===== src/rtl/vga_test_pattern_controller.sv =====
// VGA 640x480 @ 60 Hz timing generator with an internal 8-colour vertical bar
// test pattern. All outputs are registered from the pre-increment counters, so
// the outputs after the n-th rising edge following reset release describe
// pixel n-1 of the frame scan.
//
// Build option: define VGA_GRAYSCALE_EN to output the bar colours converted
// to gray, Y = (R + 2*G + B) >> 2, on all three channels.
`timescale 1ns/1ps

module vga_test_pattern_controller #(
    parameter int H_ACTIVE = 640,
    parameter int H_FP     = 16,
    parameter int H_SYNC   = 96,
    parameter int H_BP     = 48,
    parameter int V_ACTIVE = 480,
    parameter int V_FP     = 10,
    parameter int V_SYNC   = 2,
    parameter int V_BP     = 33
) (
    input  logic       clk,
    input  logic       reset,
    output logic       hSync,
    output logic       vSync,
    output logic [3:0] VGA_R,
    output logic [3:0] VGA_G,
    output logic [3:0] VGA_B
);

    localparam int H_TOTAL  = H_ACTIVE + H_FP + H_SYNC + H_BP;
    localparam int V_TOTAL  = V_ACTIVE + V_FP + V_SYNC + V_BP;
    localparam int BAR_W    = H_ACTIVE / 8;
    localparam int HS_START = H_ACTIVE + H_FP;
    localparam int HS_END   = H_ACTIVE + H_FP + H_SYNC - 1;
    localparam int VS_START = V_ACTIVE + V_FP;
    localparam int VS_END   = V_ACTIVE + V_FP + V_SYNC - 1;

    logic [9:0] hcount_q, hcount_d;
    logic [9:0] vcount_q, vcount_d;
    logic       h_last, v_last;

    logic [7:1] bar_ge;
    logic [2:0] bar_idx;
    logic       active;
    logic [3:0] bar_r, bar_g, bar_b;

    logic       hsync_q, hsync_d;
    logic       vsync_q, vsync_d;
    logic [3:0] r_q, r_d;
    logic [3:0] g_q, g_d;
    logic [3:0] b_q, b_d;

    assign h_last = (hcount_q == 10'(H_TOTAL - 1));
    assign v_last = (vcount_q == 10'(V_TOTAL - 1));

    // Raster position: hcount every clock, vcount on each line wrap.
    always_comb begin
        hcount_d = h_last ? 10'd0 : hcount_q + 10'd1;
        vcount_d = vcount_q;
        if (h_last) begin
            vcount_d = v_last ? 10'd0 : vcount_q + 10'd1;
        end
    end

    // Thermometer of bar boundaries: bar_ge[k] is set once x reaches bar k.
    generate
        for (genvar gi = 1; gi < 8; gi++) begin : g_bar_cmp
            assign bar_ge[gi] = (hcount_q >= 10'(gi * BAR_W));
        end
    endgenerate

    // Bar index is the highest boundary already crossed (no divider needed).
    always_comb begin
        bar_idx = 3'd0;
        for (int k = 1; k < 8; k++) begin
            if (bar_ge[k]) begin
                bar_idx = 3'(k);
            end
        end
    end

    // The bar order white..black maps each channel onto one index bit:
    // red is off for bars 2,3,6,7, green off for 4..7, blue off for odd bars.
    assign bar_r = {4{~bar_idx[1]}};
    assign bar_g = {4{~bar_idx[2]}};
    assign bar_b = {4{~bar_idx[0]}};

    assign active = (hcount_q < 10'(H_ACTIVE)) && (vcount_q < 10'(V_ACTIVE));

`ifdef VGA_GRAYSCALE_EN
    logic [5:0] y_sum;
    logic [3:0] y_val;

    assign y_sum = {2'b00, bar_r} + {1'b0, bar_g, 1'b0} + {2'b00, bar_b};
    assign y_val = 4'(y_sum >> 2);

    // Next output pixel: gray level in the active region, black when blanking.
    always_comb begin
        r_d = active ? y_val : 4'd0;
        g_d = active ? y_val : 4'd0;
        b_d = active ? y_val : 4'd0;
    end
`else
    // Next output pixel: bar colour in the active region, black when blanking.
    always_comb begin
        r_d = active ? bar_r : 4'd0;
        g_d = active ? bar_g : 4'd0;
        b_d = active ? bar_b : 4'd0;
    end
`endif

    // Sync pulses (active low) decoded from the current raster position.
    always_comb begin
        hsync_d = !((hcount_q >= 10'(HS_START)) && (hcount_q <= 10'(HS_END)));
        vsync_d = !((vcount_q >= 10'(VS_START)) && (vcount_q <= 10'(VS_END)));
    end

    // Counter and output registers; reset restarts the scan at pixel (0,0).
    always_ff @(posedge clk or posedge reset) begin
        if (reset) begin
            hcount_q <= 10'd0;
            vcount_q <= 10'd0;
            hsync_q  <= 1'b1;
            vsync_q  <= 1'b1;
            r_q      <= 4'd0;
            g_q      <= 4'd0;
            b_q      <= 4'd0;
        end else begin
            hcount_q <= hcount_d;
            vcount_q <= vcount_d;
            hsync_q  <= hsync_d;
            vsync_q  <= vsync_d;
            r_q      <= r_d;
            g_q      <= g_d;
            b_q      <= b_d;
        end
    end

    assign hSync = hsync_q;
    assign vSync = vsync_q;
    assign VGA_R = r_q;
    assign VGA_G = g_q;
    assign VGA_B = b_q;

endmodule


===== config.mk =====
export PLATFORM = sky130hd
export DESIGN_NAME = vga_test_pattern_controller
export DESIGN_NICKNAME = d
export VERILOG_FILES = /design/src/rtl/vga_test_pattern_controller.sv
export SDC_FILE = /design/constraint.sdc
export NUM_CORES = 1
export LEC_CHECK = 0
export ABC_CLOCK_PERIOD_IN_PS = 2300
export CAP_MARGIN = 30
export CORE_MARGIN = 10
export CORE_UTILIZATION = 40
export CTS_CLUSTER_DIAMETER = 120
export DETAILED_ROUTE_END_ITERATION = 16
export GPL_TIMING_DRIVEN = 0
export PLACE_DENSITY_LB_ADDON = 0.15
export SLEW_MARGIN = 20
export SYNTH_ARGS = -nofsm -noshare
export SYNTH_HDL_FRONTEND = slang
export SYNTH_SLANG_ARGS = --single-unit

===== constraint.sdc =====
create_clock -name clk -period 2.3 [get_ports clk]
set_input_delay 0.46 -clock clk [delete_from_list [all_inputs] [get_ports clk]]
set_output_delay 0.46 -clock clk [all_outputs]
set_load 0.05 [all_outputs]

Word level (Yosys, flattened, before mapping)

Cells that the tools add are included.

Input port bits: 2
Register bits: 34
Output and inout bits: 14
Logic and storage cells: 44

Equal/unequal tests: 2
Mux-type cells: 12
Reduce and logical (&&, ||, !) cells: 5
Add/sub/neg operators: 2
Order comparisons: 13
Bitwise logic cells: 3

Operator list:

| kind                    | count |
|---|---|
| $ge A10 B9 Y1 const B   | 4 |
| $add A10 B1 Y10 const B | 2 |
| $eq A10 B10 Y1 const B  | 2 |
| $ge A10 B10 Y1 const B  | 2 |
| $ge A10 B8 Y1 const B   | 2 |
| $mux W10                | 2 |
| $mux W3                 | 6 |
| $mux W4                 | 3 |
| $ge A10 B7 Y1 const B   | 1 |
| $le A10 B10 Y1 const B  | 1 |
| $le A10 B9 Y1 const B   | 1 |
| $lt A10 B10 Y1 const B  | 1 |
| $lt A10 B9 Y1 const B   | 1 |
| $logic_and A1 B1 Y1     | 3 |
| $not A1 Y1              | 3 |
| $logic_not A1 Y1        | 2 |
| $mux W1                 | 1 |

Longest topological paths before layout

Depth after elaboration: 10
Mapped depth: 6
Depth with buffers taken out: 5

Worst setup path before layout

OpenSTA, ideal clock, no wires.

Path kind: reg2reg
Start point: reg hcount_q[0]
End point: reg vcount_q[5]
Data required time: 2.225 ns
Cell stages (with the launch flop): 7
Library setup time: 0.075 ns
Clock period less this slack: 1.618 ns
Setup slack: 0.682 ns
Arrival time: 1.543 ns
Buffers on the path: 1
Cell sequence: dfrtp_1 -> ha_1 -> nand3_1 -> or3_1 -> buf_6 -> nor2_4 -> xor2_2

Longest elaborated chain between the ends: 1

Ends and longest elaborated chain:

| what                   | line | source |
|---|---|---|
| start, declared        | 37   | `logic [9:0] hcount_q, hcount_d;` |
| start signal, assigned | 128  | `hcount_q <= hcount_d;` |
| $eq A10 B10 Y1         | 52   | `assign h_last = (hcount_q == 10'(H_TOTAL - 1));` |
| end signal, assigned   | 129  | `vcount_q <= vcount_d;` |
| end, declared          | 38   | `logic [9:0] vcount_q, vcount_d;` |

Every way passes these cells.
A chain may end at the register's enable or synchronous reset.

==> metrics.md <==
| Metric | Value |
|---|---|
| Root buffer cell | `clkbuf_4` |
| Routed via count | `1,064` |
| Routed Antenna Nets | `0` |
| CTS tree | `built` |
| Post-synthesis sequential element count | `25` |
| PD cells | `a little under 400 nW/um^2` |
| Post-synth top area cell | `dfrtp_1` |
| Detail-routed net length per standard cell | `roughly 13 um` |
| Final setup fails | `0` |
| Core Rows | `21` |
| I/O pin count | `16` |
| Die Wd | `79.4 um` |
| Max clock buf depth | `2` |
| Final period utilization | `92.4%` |
| Rel. slew slack | `66.1%` |
| Distinct cells, synth | `42` |
| Tmin final | `between 2 and 2.5 ns` |
| GRT overflow | `0` |
| Crit end category | `output pin` |
| NumNets Final | `between 150 and 200` |
| Hold Crit Class | `primary input to asynchronous set/reset pin` |
| Final Max Slew Viols | `0` |
| Final hold vios | `0` |
| Top cells by area, synth | `dfrtp_1 41%, buf_4 5.9%, nand3_1 3.9%` |
| Yosys synthesis warning count | `0` |
| Final wirelength | `2.73 mm` |
| Worst-skew pair later-pin latency | `0.33 ns` |
| Required @ worst endpoint | `1.84 ns` |
| DP Worst Slack | `about 0.4 ns` |
| Die ar. | `roughly 6300 sq um` |
| Hold WS | `approximately 0.45 ns` |
| Crit Path Class | `flop to output pin` |
| Share of layout cells above drive strength 1 | `around 16%` |
| Post-CTS setup buffer count | `0` |
| Clock-pin transition on the worst setup and hold timing paths | `0.14 ns` |
| EDFF count, synth | `0` |
| Iter 0 DRT Violations | `between 50 and 60` |
| Post-detail-place hpwl | `2.06 mm` |
| H-tree depth | `1` |
| Register area share after synthesis | `44.5%` |
| Vias per cell | `between 5 and 6` |
| CTS Buf Count | `3` |
| CP startpoint kind | `flop` |
| First-pass GRT wire length | `between 4 and 5 mm` |
| Cts hold-fix bufs | `0` |
| Outcome | `finished, final reports clean` |
| Final setup TNS | `0 ns` |
| Port Buffers | `15` |
| RePlAce Congestion | `roughly 0.85` |
| Main synth FF type | `dfrtp_1` |
| Max VDD drop | `0.234 mV` |
| Reg-to-reg setup timing slack | `0.40 ns` |
| RSZ-0062 raised after global routing | `false` |
| Largest net degree at the start of global routing | `16` |
| Synth Instances | `141` |
| Tot GR Track Use | `9.49%` |
| Syn_nets | `between 100 and 150` |
| Total power | `0.657 mW` |
| Post_cts resized | `0` |
| Initial antenna violation count | `0` |
| Clk sink count | `25` |
| Netlist Area Pre-Place | `about 1400 sq um` |
| Area delta synth->final | `18.5%` |
| Fmax | `470 MHz` |
| Fill count | `around 340` |
| Die height | `79.4 um` |
| Post-synth ARST share | `100%` |
| Worst Slack Setup Final | `approximately 0.17 ns` |
| Core area | `3360 sq um` |
| Worst-Margin Slew | `~0.51 ns` |
| Skew final | `0.00904 ns` |
| Vias in the first global route | `1,074` |
| # diodes | `0` |
| MaxCap Viol Count | `0` |
| Post-synth top area share | `a little over 40%` |
| Post-Syn Area per Cell | `10.0 sq um` |
| Static Leak | `0.738 nW` |
| Initial core utilization | `41.9%` |
| DR pass1 iterations | `4` |
| CP max FO | `4` |
| Drt drc | `0` |
| Worst EP arrival | `between 1.5 and 2 ns` |
-- cell families (layout without fill, tap and decap cells) --
kind of cell / after synthesis / after routing / synth area share, %
compound gates: 19 / 19 / 9.41
xor+xnor: 10 / 10 / 6.74
fa+ha+maj: 5 / 5 / 4.26
buf+inv: 22 / 42 / 9.85
flops: 25 / 25 / 44.5
mux: 2 / 2 / 1.42
simple gates: 58 / 58 / 23.8
-- final cells by class --
type / count / area [sq um] / area share [%]
repair buffers: 16 / 178 / 10.6
well taps: 46 / 57.6 / 3.44
plain buffers: 14 / 109 / 6.51
flip-flops and latches: 25 / 628 / 37.6
inverters: 8 / 30.0 / 1.80
clock buffers: 4 / 26.3 / 1.57
multi-input cells: 94 / 643 / 38.5
-- per-layer routing --
metal  track usage (%)  part of all wire, %  vias to the layer above
met2              14.4                   44                       28
met1              11.5                   46                      510
met4              5.02                  1.9                        0
li1                  -                    -                      521
met3              3.49                  7.7                        5
met5                 0                    0                        -
-- synthesized netlist by cell type (all sizes together) (2+ instances only) --
| library cell | instances |
|---|---|
| a31oi | 2 |
| nor2 | 13 |
| or3 | 3 |
| and2 | 3 |
| xor2 | 5 |
| nor4b | 2 |
| buf | 13 |
| inv | 8 |
| nand2 | 9 |
| nand4 | 4 |
| mux2i | 2 |
| xnor2 | 5 |
| nand3 | 11 |
| ha | 4 |
| dfrtp | 23 |
| o21ai | 5 |
| dfstp | 2 |
| and3 | 4 |
| or2 | 2 |
| o311ai | 2 |
| nor3 | 3 |
-- final timing paths --
kind	startpoint	endpoint	depth (start not counted)
min in group clk	vcount_q[7]	vcount_q[7]	1
worst min register to register	vcount_q[7]	vcount_q[7]	1
worst max-delay path	VGA_G[2]	VGA_G[3]	2
worst min-delay path	reset	hcount_q[0]	2
worst max register to register	hcount_q[0]	vcount_q[2]	5
max in group asynchronous	reset	vSync	3
-- cell usage in the layout (no fill, tap or decap), types with 2 or more instances in the layout --
master           count
a31oi_1              2
and2_1               3
and3_1               4
buf_4               11
buf_6                2
clkbuf_1             2
clkbuf_4             3
clkdlybuf4s50_1     15
dfrtp_1             23
dfstp_2              2
ha_1                 4
inv_1                8
mux2i_1              2
nand2_1              9
nand3_1             11
nand4_1              4
nor2_1              12
nor3_1               2
nor4b_1              2
o21ai_0              5
o311ai_0             2
or3_1                3
xnor2_1              5
xor2_1               4
-- registers in the layout (all words and copies together) (netlist names) --
register  cells
VGA_G         1
VGA_B         1
vcount_q     10
VGA_R         1
hcount_q     10
hSync         1
vSync         1
-- power breakdown --
| group | internal (mW) | switching [mW] |
|---|---|---|
| sequential | 0.440 | 0 |
| clock | 0.0681 | 0.134 |
| combinational | 0.00629 | 0.00941 |
-- through the flow --
stage                     instances  instance area [sq um]  utilization, %
after floorplan                 141                   1410               -
after global placement          202                   1620            48.1
after detailed placement        203                   1650            48.9
after CTS                       207                   1670            49.7
after global routing            207                   1670            49.7
final                           207                   1670            49.7
-- worst max-delay path: stages (launching register included) --
cell	delay (ns)
dfrtp_1	0.42
buf_4	0.12
clkdlybuf4s50_1	0.79
No activity file was read; power rests on OpenSTA's default activity.
